<file path="config.mk">
export PLATFORM = sky130hd
export DESIGN_NAME = uart_tx_serializer_flat
export DESIGN_NICKNAME = d
export VERILOG_FILES = /design/src/rtl/uart_pkg.sv /design/src/rtl/uart_tx_serializer_if.sv /design/src/rtl/uart_tx_serializer.sv /design/src/flat_wrapper.sv
export SDC_FILE = /design/constraint.sdc
export NUM_CORES = 1
export LEC_CHECK = 0
export BUFFER_PORTS_ARGS = -buffer_cell sky130_fd_sc_hd__buf_4
export CAP_MARGIN = 20
export CORE_UTILIZATION = 50
export CTS_CLUSTER_SIZE = 40
export DETAILED_ROUTE_END_ITERATION = 16
export PLACE_DENSITY = 0.84
export SYNTH_ARGS = -nofsm -noshare
export SYNTH_HDL_FRONTEND = slang
export SYNTH_SLANG_ARGS = --single-unit
export TNS_END_PERCENT = 100
</file>
<file path="constraint.sdc">
create_clock -name clk -period 3.36 [get_ports clk]
set_clock_uncertainty 0.2 [all_clocks]
set_input_delay 0.336 -clock clk [delete_from_list [all_inputs] [get_ports clk]]
set_output_delay 0.336 -clock clk [all_outputs]
set_load 0.02 [all_outputs]
</file>
<file path="src/rtl/uart_pkg.sv">
// Shared UART definitions: parity modes, frame defaults and the transmit
// state encoding. Imported by the serializer and the future receiver.
package uart_pkg;

   localparam int PARITY_NONE   = 0;
   localparam int PARITY_ODD    = 1;
   localparam int PARITY_EVEN   = 2;

   localparam int DEF_DATA_BITS = 8;
   localparam int DEF_STOP_BITS = 1;

   typedef enum logic [2:0] {
      IDLE  = 3'd0,
      SYNC  = 3'd1,
      START = 3'd2,
      DATA  = 3'd3,
      PAR   = 3'd4,
      STOP  = 3'd5
   } tx_state_e;

endpackage

</file>
<file path="src/rtl/uart_tx_serializer_if.sv">
// Byte handshake between an upstream producer and the UART serializer.
//   tx_data  : byte to send, sampled on handshake
//   tx_valid : producer has data
//   tx_ready : serializer can accept
// master = producer side, slave = serializer side.
interface uart_tx_serializer_if
   import uart_pkg::*;
#(
   parameter int DATA_BITS = DEF_DATA_BITS
);
   logic [DATA_BITS-1:0] tx_data;
   logic                 tx_valid;
   logic                 tx_ready;

   modport master (output tx_data, output tx_valid, input tx_ready);
   modport slave  (input tx_data, input tx_valid, output tx_ready);
endinterface

</file>
<file path="src/rtl/uart_tx_serializer.sv">
// UART transmit serializer: start bit, DATA_BITS data bits LSB first,
// optional parity bit, STOP_BITS stop bits. Bit timing from baud_tick.
// Ports:
//   clk       : system clock
//   rst       : asynchronous active-high reset
//   baud_tick : one-cycle strobe per bit period
//   bus       : byte handshake (slave side)
//   tx        : registered serial line, idles high
//   busy      : high while a frame is in progress
//   tx_done   : one-cycle pulse after the last stop bit
//
// state | meaning
// IDLE  | line high, waiting for a byte
// SYNC  | byte latched, waiting for the next tick to align the start edge
// START | start bit on the line
// DATA  | data bit bit_idx on the line
// PAR   | parity bit on the line
// STOP  | stop bit stop_cnt on the line
module uart_tx_serializer
   import uart_pkg::*;
#(
   parameter int DATA_BITS = DEF_DATA_BITS,
   parameter int PARITY    = PARITY_NONE,
   parameter int STOP_BITS = DEF_STOP_BITS
) (
   input  logic                  clk,
   input  logic                  rst,
   input  logic                  baud_tick,
   uart_tx_serializer_if.slave   bus,
   output logic                  tx,
   output logic                  busy,
   output logic                  tx_done
);

   if (DATA_BITS < 5 || DATA_BITS > 8) begin : g_bad_data_bits
      $error("uart_tx_serializer: DATA_BITS must be 5..8");
   end
   if (PARITY < PARITY_NONE || PARITY > PARITY_EVEN) begin : g_bad_parity
      $error("uart_tx_serializer: PARITY must be 0, 1 or 2");
   end
   if (STOP_BITS < 1 || STOP_BITS > 2) begin : g_bad_stop_bits
      $error("uart_tx_serializer: STOP_BITS must be 1 or 2");
   end

   localparam logic [2:0] ST_IDLE  = IDLE;
   localparam logic [2:0] ST_SYNC  = SYNC;
   localparam logic [2:0] ST_START = START;
   localparam logic [2:0] ST_DATA  = DATA;
   localparam logic [2:0] ST_PAR   = PAR;
   localparam logic [2:0] ST_STOP  = STOP;

   localparam logic [2:0] LAST_IDX  = 3'(DATA_BITS - 1);
   localparam logic       LAST_STOP = 1'(STOP_BITS - 1);

   logic [2:0]           state;
   logic [DATA_BITS-1:0] shreg;
   logic                 par_bit;
   logic [2:0]           bit_idx;
   logic                 stop_cnt;

   assign bus.tx_ready = (state == ST_IDLE);
   assign busy         = (state != ST_IDLE);

   always_ff @(posedge clk or posedge rst) begin
      if (rst) begin
         state    <= ST_IDLE;
         shreg    <= '0;
         par_bit  <= 1'b0;
         bit_idx  <= 3'd0;
         stop_cnt <= 1'b0;
         tx       <= 1'b1;
         tx_done  <= 1'b0;
      end else begin
         tx_done <= 1'b0;
         case (state)
            ST_IDLE: begin
               tx <= 1'b1;
               if (bus.tx_valid) begin
                  shreg   <= bus.tx_data;
                  par_bit <= (PARITY == PARITY_ODD) ? ~(^bus.tx_data) : (^bus.tx_data);
                  state   <= ST_SYNC;
               end
            end
            ST_SYNC: if (baud_tick) begin
               tx    <= 1'b0;
               state <= ST_START;
            end
            ST_START: if (baud_tick) begin
               tx      <= shreg[0];
               bit_idx <= 3'd0;
               state   <= ST_DATA;
            end
            ST_DATA: if (baud_tick) begin
               if (bit_idx != LAST_IDX) begin
                  // next bit is shreg[1] before the shift lands
                  tx      <= shreg[1];
                  shreg   <= shreg >> 1;
                  bit_idx <= bit_idx + 3'd1;
               end else if (PARITY != PARITY_NONE) begin
                  tx    <= par_bit;
                  state <= ST_PAR;
               end else begin
                  tx       <= 1'b1;
                  stop_cnt <= 1'b0;
                  state    <= ST_STOP;
               end
            end
            ST_PAR: if (baud_tick) begin
               tx       <= 1'b1;
               stop_cnt <= 1'b0;
               state    <= ST_STOP;
            end
            ST_STOP: if (baud_tick) begin
               if (stop_cnt != LAST_STOP) begin
                  stop_cnt <= stop_cnt + 1'b1;
               end else begin
                  tx_done <= 1'b1;
                  state   <= ST_IDLE;
               end
            end
            default: begin
               tx    <= 1'b1;
               state <= ST_IDLE;
            end
         endcase
      end
   end

endmodule

</file>
<file path="src/flat_wrapper.sv">
// flat-port wrapper written by rule: the top's interface ports become plain ports
module uart_tx_serializer_flat import uart_pkg::*;
#(
   parameter int DATA_BITS = DEF_DATA_BITS,
   parameter int PARITY    = PARITY_NONE,
   parameter int STOP_BITS = DEF_STOP_BITS
)
  (clk, rst, baud_tick, tx, busy, tx_done, bus_tx_data, bus_tx_valid, bus_tx_ready);
  uart_tx_serializer_if #(.DATA_BITS(DATA_BITS)) bus_i ();
  input  logic clk;
  input  logic rst;
  input  logic baud_tick;
  output logic tx;
  output logic busy;
  output logic tx_done;
  input wire logic [$bits(bus_i.tx_data)-1:0] bus_tx_data;
  input wire logic [$bits(bus_i.tx_valid)-1:0] bus_tx_valid;
  output wire logic [$bits(bus_i.tx_ready)-1:0] bus_tx_ready;
  assign bus_i.tx_data = bus_tx_data;
  assign bus_i.tx_valid = bus_tx_valid;
  assign bus_tx_ready = bus_i.tx_ready;
  uart_tx_serializer #(.DATA_BITS(DATA_BITS), .PARITY(PARITY), .STOP_BITS(STOP_BITS)) u_core (.clk(clk), .rst(rst), .baud_tick(baud_tick), .bus(bus_i), .tx(tx), .busy(busy), .tx_done(tx_done));
endmodule
</file>
==> run summary, run 1 <==
The flow ran to the end, and the final reports show no timing, DRC or antenna violations. Root buffer selected by CTS: clkbuf_4. Routed wirelength normalized by instance count: 13.8 microns.

Setup repair after global routing left no endpoint under its margin. The cell count after synthesis came out at 78. The library cells used most frequently in the layout, excluding fill and tap cells, are 17 x mux2_2, 15 x buf_4, 15 x dfrtp_1. The floorplan step defined a core boundary enclosing 1580 sq um.

Detailed routing inserted a total of 626 vias. The final design utilization was 66.1%. For this design the ratio of total power to cell area is 830 nW/um^2. Setup violations remaining at the end of the flow were counted as 0.

The count of nets left with antenna violations once routing finished came out at 0. TritonCTS built the clock tree. After clock tree synthesis, the clock-pin slew on the worst setup and hold paths is 0.10 ns.

The number of max-slew violations in the final report was 0; the DRC violation count after routing was 0. The die is 43.9 microns wide. After layout, the worst path uses 61.8% of the clock period. The number of levels the H-tree was split into is 1, and the starting density of the core is 55.7%. The area growth from synthesis to final layout was 18.7%; the total of cells resized after clock tree synthesis was 0. The tool flagged a number of max-cap violations equal to 0. On the worst path, the slowest cell contributes a delay of 0.40 ns. The largest individual stage delay along the critical path comes from the cell dfrtp_1. The pin count of the biggest net entering global routing came out at 17. The type of the worst setup path is register to register. Summed over all nets, the half-perimeter wirelength after detailed placement is 1070 microns. The clock net in this run drives a total of 16 sinks.

The tools report the reg-to-reg critical path endpoint as u_core.shreg[4]$_DFFE_PP0P_. Routability-driven placement finished with a final weighted congestion of 0.718. The hold violation count in the final report was 0. The run gives 3.34 ns as the data required time of the worst path. The signal on the critical path passes through ha_1 > ha_1 > nand4b_1 > a21oi_4 > mux2_2. The floorplan has 14 rows.

The Yosys step of the flow raised 0 warnings. STA classifies the critical path startpoint as a register. The number of antenna diodes in the final layout is 0. Total nets after synthesis: 92. The worst setup path is captured at a register. In the post-synthesis netlist, the biggest area contributors are dfrtp_1 43%, mux2_2 22%, dfstp_2 3.0%.

A synthesized cell averages 11.3 sq um. In this run the count of I/O pins placed on the die edge is 16. Aggregate negative setup slack: 0 ns. The via count of the first global-routing pass came out at 635.

The most common cell after layout, fill and taps aside was mux2_2. The die span in y works out to 43.9 microns. The first global-routing pass estimated 2680 microns of wire. For this block, the routed nets add up to 1520 microns of wire. The setup slack of the worst register-to-register path was 1.28 ns; the number of buffers added by the clock tree synthesis step was 3. Following the worst setup path forward leads to its endpoint at u_core.shreg[4]$_DFFE_PP0P_.

After detailed routing, the number of vias per cell comes to 5.69. Of all nets on the critical path, the largest fanout is 8. IR analysis of the VDD net gives a maximum drop of 0.454 mV.

Buffers placed on the I/O ports in this run total 15. The synthesized netlist occupies a cell area of 878 sq um. The min-delay analysis places its worst path in the category input port to register. Final period demand of the worst path: 2.08 ns.

The die outline area is 1930 sq um, and the number of iterations in the first detailed-routing pass is 6. Measured in cells, the most critical reg-to-reg path has a length of 5. Detailed router's first-iteration violation count: 11. The area share of the leading cell type in the synthesized netlist is 42.7%, and the pin slew with the least headroom to its limit is 0.604 ns.

The tools report the total leakage power as 0.483 nW. Sequential area share after synthesis: 45.7%. Cell taking the most area after synthesis: dfrtp_1. The total of flip-flops plus latches after synthesis works out to 16. The cell that appears most often on the critical path is ha_1. The tools report the number of antenna violations at the first check in global routing as 0. The distinct cell type count of the synthesized netlist was 29; the post-CTS setup-driven buffer insertion count was 0.

The buffer depth of the longest clock path is 2, and the global-route usage over all layers is 19.3%. The worst pin sits at a relative slew slack of 59.7%. STA puts the critical path data arrival time at 2.05 ns. The number of nets at the end of the flow was 109. In the final layout, the share of cells above drive strength 1 is 41.5%. For the maximum frequency from static timing analysis, the log shows 482 MHz.

Worst setup path startpoint: u_core.bit_idx[0]$_DFFE_PP0P_. The global route total overflow was 0. The worst register-to-register path begins at u_core.bit_idx[0]$_DFFE_PP0P_.

The clock reaches the later pin of the worst-skew pair after 0.29 ns.
[kinds of logic (layout without fill, tap and decap cells)]
family,Yosys count,after routing,synth area share [%]
adders and majority gates,2,2,2.85
DFF,16,16,45.7
and+or+nand+nor,24,24,16.5
buffers and inverters,8,24,3.42
muxes,18,18,22.9
AOI/OAI and AO/OA,10,10,8.55
[worst min-delay path by stage]
stage / endpoint / start / slack, ns / cells past startpoint
after global routing: u_core.shreg[7]$_DFFE_PP0P_ / bus_tx_data[7] / 0.11 / 3
after global placement: u_core.bit_idx[2]$_DFFE_PP0P_ / rst / 0.24 / 2
after CTS: u_core.shreg[7]$_DFFE_PP0P_ / bus_tx_data[7] / 0.09 / 3
final: u_core.shreg[7]$_DFFE_PP0P_ / bus_tx_data[7] / 0.09 / 3
after floorplan: u_core.bit_idx[0]$_DFFE_PP0P_ / rst / 0.05 / 1
after detailed placement: u_core.bit_idx[2]$_DFFE_PP0P_ / rst / 0.24 / 2
[layer usage]
layer / track usage [%] / up-vias / share of wire (%)
li1: - / 312 / -
met1: 22.8 / 296 / 46
met2: 32.5 / 16 / 49
met3: 7.50 / 2 / 4.9
met4: 5.45 / 0 / 0.53
met5: 0 / - / 0
[registers in the layout (all words and copies together) (netlist names)]
name            flops
u_core.bit_idx      3
u_core.shreg        8
u_core.state        3
u_core.tx           1
u_core.tx_done      1
[cell type report]
| type | instances | area [sq um] |
|---|---|---|
| fillers | 125 | 534 |
| multi-input cells | 54 | 447 |
| flip-flops and latches | 16 | 402 |
| repair buffers | 16 | 123 |
| clock buffers | 4 | 36.3 |
| well taps | 16 | 20.0 |
| inverters | 4 | 15.0 |
[per-stage QoR]
stage	total power [mW]	setup WS, ns	instances	hold slack [ns]	instance area, sq um
floorplan	0.656	1.43	78	0.0490	878
global placement	0.720	1.35	105	0.239	996
detailed placement	0.743	1.31	105	0.236	996
CTS	0.875	1.29	110	0.0858	1040
global route	0.932	1.20	110	0.110	1040
finish	0.865	1.28	110	0.0890	1040
[Yosys cell counts, drive strengths merged]
library cell  count
a211oi            1
a21oi             2
and2              1
and3              2
clkbuf            4
dfrtp            15
dfstp             1
ha                2
inv               4
mux2             17
mux2i             1
nand2             2
nand2b            2
nand3             2
nand3b            2
nand4             1
nand4b            1
nor2              4
nor2b             2
nor3              1
nor3b             2
o211a             1
o21ai             4
o22a              1
o31ai             1
or3               1
or3b              1
[worst max-delay path: cells and delay by family (launching register included)]
| kind | cells | cell delay [ns] |
|---|---|---|
| compound gates | 1 | 0.32 |
| mux | 1 | 0.37 |
| flops | 1 | 0.40 |
| fa+ha+maj | 2 | 0.44 |
| simple gates | 1 | 0.23 |
[where the power goes]
part | internal [mW] | switching [mW] | total [mW]
logic | 0.235 | 0.160 | 0.396
registers | 0.275 | 0.0674 | 0.342
clock network | 0.0661 | 0.0610 | 0.127
[what timing repair did]
action                                 in CTS  in global routing
hold buffers                                1                  0
endpoints found under the hold margin      15                  0
setup endpoints to repair                   0                  0
No activity file was read; power rests on OpenSTA's default activity.
==> run 2: changes to the inputs <==
==> constraint.sdc (replaced) <==
create_clock -name clk -period 2.2 [get_ports clk]
set_clock_uncertainty 0.2 [all_clocks]
set_input_delay 0.22 -clock clk [delete_from_list [all_inputs] [get_ports clk]]
set_output_delay 0.22 -clock clk [all_outputs]
set_load 0.02 [all_outputs]
==> run 2 against run 1 <==
Compared with the run above: clock-buffer cell count unchanged; sequential share of layout area down 1.2 points; clock power increased by 54%; highest routed layer unchanged; power up 56%; final cell count rose by 3.6%; global-route usage rose by 0.90 points; maximum frequency about the same; first-iteration DRC count grew 120%; via count is 5.6% higher.
==> run summary, run 2 (same netlist as run 1, synthesis figures left out) <==
The pin slew with the least headroom to its limit works out to 0.602 ns (was 0.604 ns). The logs give 59.8% (was 59.7%) for the remaining max-slew budget at the tightest pin and 1620 microns (was 1520 microns) for the overall routed net length. Setup repair after global routing left no endpoint under its margin.

The maximum frequency from static timing analysis is 482 MHz (about the same). Die outline area: 1930 sq um (unchanged). The element type at the critical path start is a register (unchanged).

Cell type group with the largest total delay on the critical path: adder cells (unchanged). The type of the most critical hold path was input port to register (unchanged). The setup slack of the worst register-to-register path was 0.13 ns (was 1.28 ns); the number of flip-flops in the largest register was 8 (unchanged). The logs give 3 (unchanged) for the number of buffers added by the clock tree synthesis step and 0 (unchanged) for the global route total overflow. The logs give 1580 sq um (unchanged) for the placeable core area and 16 (unchanged) for the TritonCTS sink count.

The type of the worst setup path was register to register (unchanged). The worst IR drop on VDD was 0.678 mV (was 0.454 mV). The placed wire-length estimate after detailed placement came out at 1160 microns (was 1070 microns). The routability congestion estimate from global placement is 0.727 (was 0.718), and the buffer depth of the longest clock path is 2 (unchanged). The clock latency at the later pin of the worst-skew pair was 0.29 ns (about the same). The number of antenna violations at the first check in global routing is 0 (unchanged), and the sequential share of power is 35.9% (was 39.6%). The number of non-filler instances in the completed layout is 114 (was 110).

Slowest stage cell on the critical path: dfrtp_1 (unchanged). The via count of the first global-routing pass was 650 (was 635). The net switching power was 0.450 mW (was 0.289 mW); the final period demand of the worst path was 2.07 ns (was 2.08 ns). Commonest cells after routing, fill and taps aside: 18 x buf_4, 17 x mux2_2, 15 x dfrtp_1 (was 17 x mux2_2, 15 x buf_4, 15 x dfrtp_1). The power per unit of standard cell area is 1250 nW/um^2 (was 830 nW/um^2). The tools report the number of max-slew violations in the final report as 0 (unchanged). The routed wirelength normalized by instance count was 14.2 microns (was 13.8 microns). The delay of the slowest cell on the worst path works out to 0.41 ns (was 0.40 ns).

The standard cell area after detailed placement is 1020 sq um (was 996 sq um), and the number of placed I/O pins is 16 (unchanged). The logs give 1 (unchanged) for the number of levels the H-tree was split into and 14 (unchanged) for the cell row count. The die span in y was 43.9 microns (unchanged); the hold violation count in the final report was 0 (unchanged). The critical-path maximum fanout is 8 (unchanged), and the number of nets with antenna violations after routing is 0 (unchanged). The area growth from synthesis to final layout came out at 22.4% (was 18.7%).

The pin count of the biggest net entering global routing was 17 (unchanged). The run gives 0 ns (unchanged) as the aggregate negative setup slack. The clock input transition at the sequential cells of the worst setup and hold paths was 0.09 ns (was 0.10 ns).

The run gives 0.501 nW (was 0.483 nW) as the total leakage power. The logic gate share of total power is 49.5% (was 45.7%). The run gives 55.7% (unchanged) as the starting density of the core. The flow ran to the end, and the final reports show no timing, DRC or antenna violations. Root buffer selected by CTS: clkbuf_4 (unchanged). The design area is 1070 sq um (was 1040 sq um).

The count of buffer and inverter cells on the critical path came out at 0 (unchanged). The critical path's most frequent cell is ha_1 (unchanged). The capturing element type of the critical path was a register (unchanged). The wire length of the first global-routing pass came out at 2790 microns (was 2680 microns).

The fraction of layout instances using a drive strength above 1 came out at 42.9% (was 41.5%). Cell breakdown of the critical path: ha_1 > ha_1 > nand4b_1 > a21oi_4 > mux2_2 (unchanged). The logs give 24 (was 11) for the detailed router's first-iteration violation count and 113 (was 109) for the number of nets at the end of the flow. The global-route usage over all layers was 20.2% (was 19.3%).

The horizontal die dimension is 43.9 microns (unchanged). The cell total after placement is 108 (was 105), and the total internal power is 0.898 mW (was 0.576 mW). The tools report the total via count after detailed routing as 661 (was 626).

The antenna diode count was 0 (unchanged); the final cycle utilization of the critical path was 94.3% (was 61.8%). The count of input and output buffers was 15 (unchanged). The post-CTS setup-driven buffer insertion count came out at 0 (unchanged). The switching fraction of total power came out at 33.4% (about the same). The number of setup violations in the final report is 0 (unchanged), and the worst path arrival time is 2.06 ns (was 2.05 ns). The DRC violation count after routing was 0 (unchanged). The routed via count divided by cell count works out to 5.80 (was 5.69). The most common cell after layout, fill and taps aside was buf_4 (was mux2_2). Worst-case hold slack: 0.0801 ns (was 0.0890 ns). TritonCTS built the clock tree. The run gives 6 (unchanged) as the number of iterations in the first detailed-routing pass. The share of power burned in the clock network is 14.6% (was 14.7%). The register bank with the most flops was u_core.shreg (unchanged). The data required time of the worst path is 2.19 ns (was 3.34 ns), and the count of max-cap constraint violations is 0 (unchanged). Biggest regs: u_core.shreg (8), u_core.bit_idx (3), u_core.state (3) (unchanged).
## run 2: cell count changes in the layout (fill, tap and decap cells not counted), sizes merged
cell         change
dlygate4sd3      +1
buf              +3
## run 2: per-stage QoR
step           setup WS (ns)  util [%]  power (mW)
3_5_place_dp           0.126      64.6        1.16
4_1_cts                0.128      68.2        1.36
3_3_place_gp           0.200      64.6        1.12
6_report               0.126      68.2        1.35
5_1_grt               0.0300      68.2        1.44
2_1_floorplan          0.267         -        1.00
## run 2: worst min-delay path, delay by kind of cell
family   cells  cell delay [ns]
buf+inv      1             0.07
mux          2             0.25
## run 2: final timing paths
check | start | to | cells after the start
worst max register to register | u_core.bit_idx[0]$_DFFE_PP0P_ | u_core.shreg[2]$_DFFE_PP0P_ | 5
worst min-delay path | bus_tx_data[0] | u_core.shreg[0]$_DFFE_PP0P_ | 3
worst min register to register | u_core.shreg[4]$_DFFE_PP0P_ | u_core.shreg[4]$_DFFE_PP0P_ | 1
min in group asynchronous | rst | u_core.bit_idx[1]$_DFFE_PP0P_ | 3
worst max-delay path | u_core.bit_idx[0]$_DFFE_PP0P_ | u_core.shreg[2]$_DFFE_PP0P_ | 5
max in group asynchronous | rst | u_core.state[1]$_DFFE_PP0P_ | 3
## run 2: layout make-up
class,count,area [sq um]
Multi-Input combinational cell,54,447
Timing Repair Buffer,20,155
Clock buffer,4,36.3
Sequential cell,16,402
Fill cell,113,502
Tap cell,16,20.0
Inverter,4,15.0
## run 2: routing by layer
layer	vias to the layer above	wire length [microns]	track usage, %
met1	327	745	24.8
met5	-	0	0
met3	5	31	3.75
met2	9	806	34.3
met4	0	39	9.09
li1	320	-	-
## run 2: power groups by stage
stage | clock, mW | sequential (mW) | combinational, mW
final | 0.196 | 0.484 | 0.668
after global routing | 0.212 | 0.497 | 0.731
after CTS | 0.200 | 0.484 | 0.671
after detailed placement | 0 | 0.491 | 0.665
after global placement | 0 | 0.481 | 0.641
after floorplan | 0 | 0.492 | 0.509
## run 2: what timing repair did
action                                 in CTS  in global routing
hold buffers                                2                  0
setup endpoints to repair                   0                  0
endpoints found under the hold margin      16                  0
resized for setup                           0                  0
==> run 3: changes to the inputs <==
--- a/config.mk
+++ b/config.mk
@@ -5,12 +5,12 @@
 export SDC_FILE = /design/constraint.sdc
 export NUM_CORES = 1
 export LEC_CHECK = 0
-export BUFFER_PORTS_ARGS = -buffer_cell sky130_fd_sc_hd__buf_4
+export BUFFER_PORTS_ARGS = -buffer_cell sky130_fd_sc_hd__buf_2
 export CAP_MARGIN = 20
 export CORE_UTILIZATION = 50
-export CTS_CLUSTER_SIZE = 40
 export DETAILED_ROUTE_END_ITERATION = 16
 export PLACE_DENSITY = 0.84
+export SETUP_SLACK_MARGIN = 0.05
 export SYNTH_ARGS = -nofsm -noshare
 export SYNTH_HDL_FRONTEND = slang
 export SYNTH_SLANG_ARGS = --single-unit
==> run 3 against run 2 <==
Compared with the run above: non-clock buffer count up 1; combinational power up 2%; die area unchanged; maximum frequency up 1.7%; first-iteration DRC count down 67%; clock-buffer cell count unchanged; critical path type unchanged.
==> run summary, run 3 (same netlist as run 1, synthesis figures left out) <==
The run finished with clean final reports. The worst hold path depth came out at 3 (unchanged). Type of the most critical hold path: input port to register (unchanged).

The area growth from synthesis to final layout works out to 19.2% (was 22.4%). The number of levels the H-tree was split into was 1 (unchanged). The number of nets at the end of the flow was 114 (was 113); the cell row count was 14 (unchanged).

The total leakage power is 0.491 nW (was 0.501 nW). The tools report the element type at the critical path start as a register (unchanged). The count of input and output buffers came out at 15 (unchanged). The logs give 723 (was 650) for the via count of the first global-routing pass and 2.02 ns (was 2.06 ns) for the worst path arrival time. Routed wirelength normalized by instance count: 14.7 microns (was 14.2 microns).

The design area was 1050 sq um (was 1070 sq um). The pin slew with the least headroom to its limit was 0.602 ns (about the same); the data required time of the worst path was 2.18 ns (was 2.19 ns). The number of buffers added by the clock tree synthesis step was 3 (unchanged). The run gives 1930 sq um (unchanged) as the die outline area.

The tools report the critical hold path startpoint as bus_tx_data[4] (was bus_tx_data[0]). The capturing element type of the critical path was a register (unchanged). The final period demand of the worst path came out at 2.04 ns (was 2.07 ns). The logs give 0 (unchanged) for the DRC violation count after routing and 0 ns (unchanged) for the aggregate negative setup slack.

Commonest cells after routing, fill and taps aside: 17 x mux2_2, 15 x buf_2, 15 x dfrtp_1 (was 18 x buf_4, 17 x mux2_2, 15 x dfrtp_1). The cell count of the worst reg-to-reg path was 5 (unchanged). The horizontal die dimension came out at 43.9 microns (unchanged). The logs give 1200 microns (was 1160 microns) for the placed wire-length estimate after detailed placement and 1580 sq um (unchanged) for the placeable core area. The tools report the overall routed net length as 1690 microns (was 1620 microns). Number of setup violations in the final report: 0 (unchanged). The clock input transition at the sequential cells of the worst setup and hold paths works out to 0.09 ns (about the same).

The run gives 16 (unchanged) as the number of placed I/O pins. The register bank with the most flops is u_core.shreg (unchanged). For the routability congestion estimate from global placement, the log shows 0.749 (was 0.727).

The most common cell after layout, fill and taps aside is mux2_2 (was buf_4). End of the worst hold path: u_core.shreg[4]$_DFFE_PP0P_ (was u_core.shreg[0]$_DFFE_PP0P_). For the setup slack of the worst register-to-register path, the log shows 0.16 ns (was 0.13 ns). The global route total overflow came out at 0 (unchanged).

The logs give 0 (unchanged) for the number of max-slew violations in the final report and 490 MHz (was 482 MHz) for the maximum frequency from static timing analysis. The number of iterations in the first detailed-routing pass is 6 (unchanged). The detailed router's first-iteration violation count came out at 8 (was 24). The clock latency at the later pin of the worst-skew pair was 0.29 ns (about the same). TritonCTS built the clock tree.

Setup repair after global routing left no endpoint under its margin. The standard cell area after detailed placement was 981 sq um (was 1020 sq um); the critical-path maximum fanout was 8 (unchanged). For the pin count of the biggest net entering global routing, the log shows 17 (unchanged).

The reg-to-reg critical path endpoint is u_core.shreg[6]$_DFFE_PP0P_ (was u_core.shreg[2]$_DFFE_PP0P_). For the TritonCTS sink count, the log shows 16 (unchanged). The run gives 55.7% (unchanged) as the starting density of the core. The final cycle utilization of the critical path came out at 92.7% (was 94.3%). For the remaining max-slew budget at the tightest pin, the log shows 59.9% (was 59.8%).

Root buffer selected by CTS: clkbuf_4 (unchanged). The fraction of layout instances using a drive strength above 1 works out to 44.4% (was 42.9%). The antenna diode count came out at 0 (unchanged). The hold violation count in the final report was 0 (unchanged). The number of flip-flops in the largest register is 8 (unchanged), and the wire length of the first global-routing pass is 2990 microns (was 2790 microns).

The die span in y is 43.9 microns (unchanged). The total power draw was 1.36 mW (was 1.35 mW); the number of nets with antenna violations after routing was 0 (unchanged). The worst IR drop on VDD is 0.675 mV (was 0.678 mV), and the global-route usage over all layers is 21.3% (was 20.2%). The power per unit of standard cell area was 1300 nW/um^2 (was 1250 nW/um^2). The critical register-to-register path startpoint is u_core.bit_idx[0]$_DFFE_PP0P_ (unchanged). For the count of max-cap constraint violations, the log shows 0 (unchanged). Type of the worst setup path: register to register (unchanged). The total via count after detailed routing came out at 660 (was 661). Routed via count divided by cell count: 5.74 (was 5.80). The buffer depth of the longest clock path is 2 (unchanged).

The run gives 0 (unchanged) as the number of antenna violations at the first check in global routing. Biggest regs: u_core.shreg (8), u_core.bit_idx (3), u_core.state (3) (unchanged).
## run 3: layout make-up
class	count	area, sq um
Timing Repair Buffer	21	125
Tap cell	16	20.0
Clock buffer	4	36.3
Sequential cell	16	402
Fill cell	125	529
Inverter	4	15.0
Multi-Input combinational cell	54	449
## run 3: repair_timing
action / in CTS / in global routing
buffers inserted: 0 / 1
endpoints found under the setup margin: 0 / 6
endpoints found under the hold margin: 16 / 0
hold buffers: 2 / 0
resized for setup: 0 / 1
## run 3: report_power, final
group | leakage (nW) | switching [mW] | total [mW] | internal, mW
sequential | 0.195 | 0.0643 | 0.485 | 0.421
clock | 0.0210 | 0.0945 | 0.195 | 0.101
combinational | 0.275 | 0.300 | 0.679 | 0.379
total | 0.491 | 0.459 | 1.36 | 0.900
## run 3: metrics by stage
step                util (%)  cells  hold WS [ns]  setup WS, ns
floorplan                  -     78       -0.0670         0.267
global placement        62.2    108         0.110         0.201
detailed placement      62.2    108         0.122         0.144
CTS                     65.8    114        0.0888         0.132
global route            66.4    115        0.0946        0.0889
finish                  66.4    115        0.0882         0.161
## run 3: critical path, cell delays in order (launching register included)
cell,delay (ns)
dfrtp_1,0.41
ha_1,0.21
ha_2,0.19
nand4b_1,0.22
a21oi_4,0.32
mux2_2,0.38
## run 3: per-layer routing
metal / GRT usage (%) / share of wire (%) / wire length (microns) / vias up
met5: 0 / 0 / 0 / -
met3: 3.75 / 2.2 / 37 / 6
met1: 24.5 / 45 / 769 / 325
met2: 39.4 / 51 / 863 / 9
li1: - / - / - / 320
met4: 7.27 / 1.2 / 20 / 0
## run 3: worst max path at each step
stage / startpoint / endpoint / slack (ns) / depth (start not counted)
detailed placement: u_core.bit_idx[0]$_DFFE_PP0P_ / u_core.shreg[1]$_DFFE_PP0P_ / 0.14 / 5
CTS: u_core.bit_idx[0]$_DFFE_PP0P_ / u_core.shreg[6]$_DFFE_PP0P_ / 0.13 / 5
floorplan: u_core.bit_idx[0]$_DFFE_PP0P_ / u_core.shreg[0]$_DFFE_PP0P_ / 0.27 / 5
finish: u_core.bit_idx[0]$_DFFE_PP0P_ / u_core.shreg[6]$_DFFE_PP0P_ / 0.16 / 5
global placement: u_core.bit_idx[0]$_DFFE_PP0P_ / u_core.shreg[6]$_DFFE_PP0P_ / 0.20 / 5
global route: u_core.bit_idx[0]$_DFFE_PP0P_ / u_core.shreg[1]$_DFFE_PP0P_ / 0.09 / 5
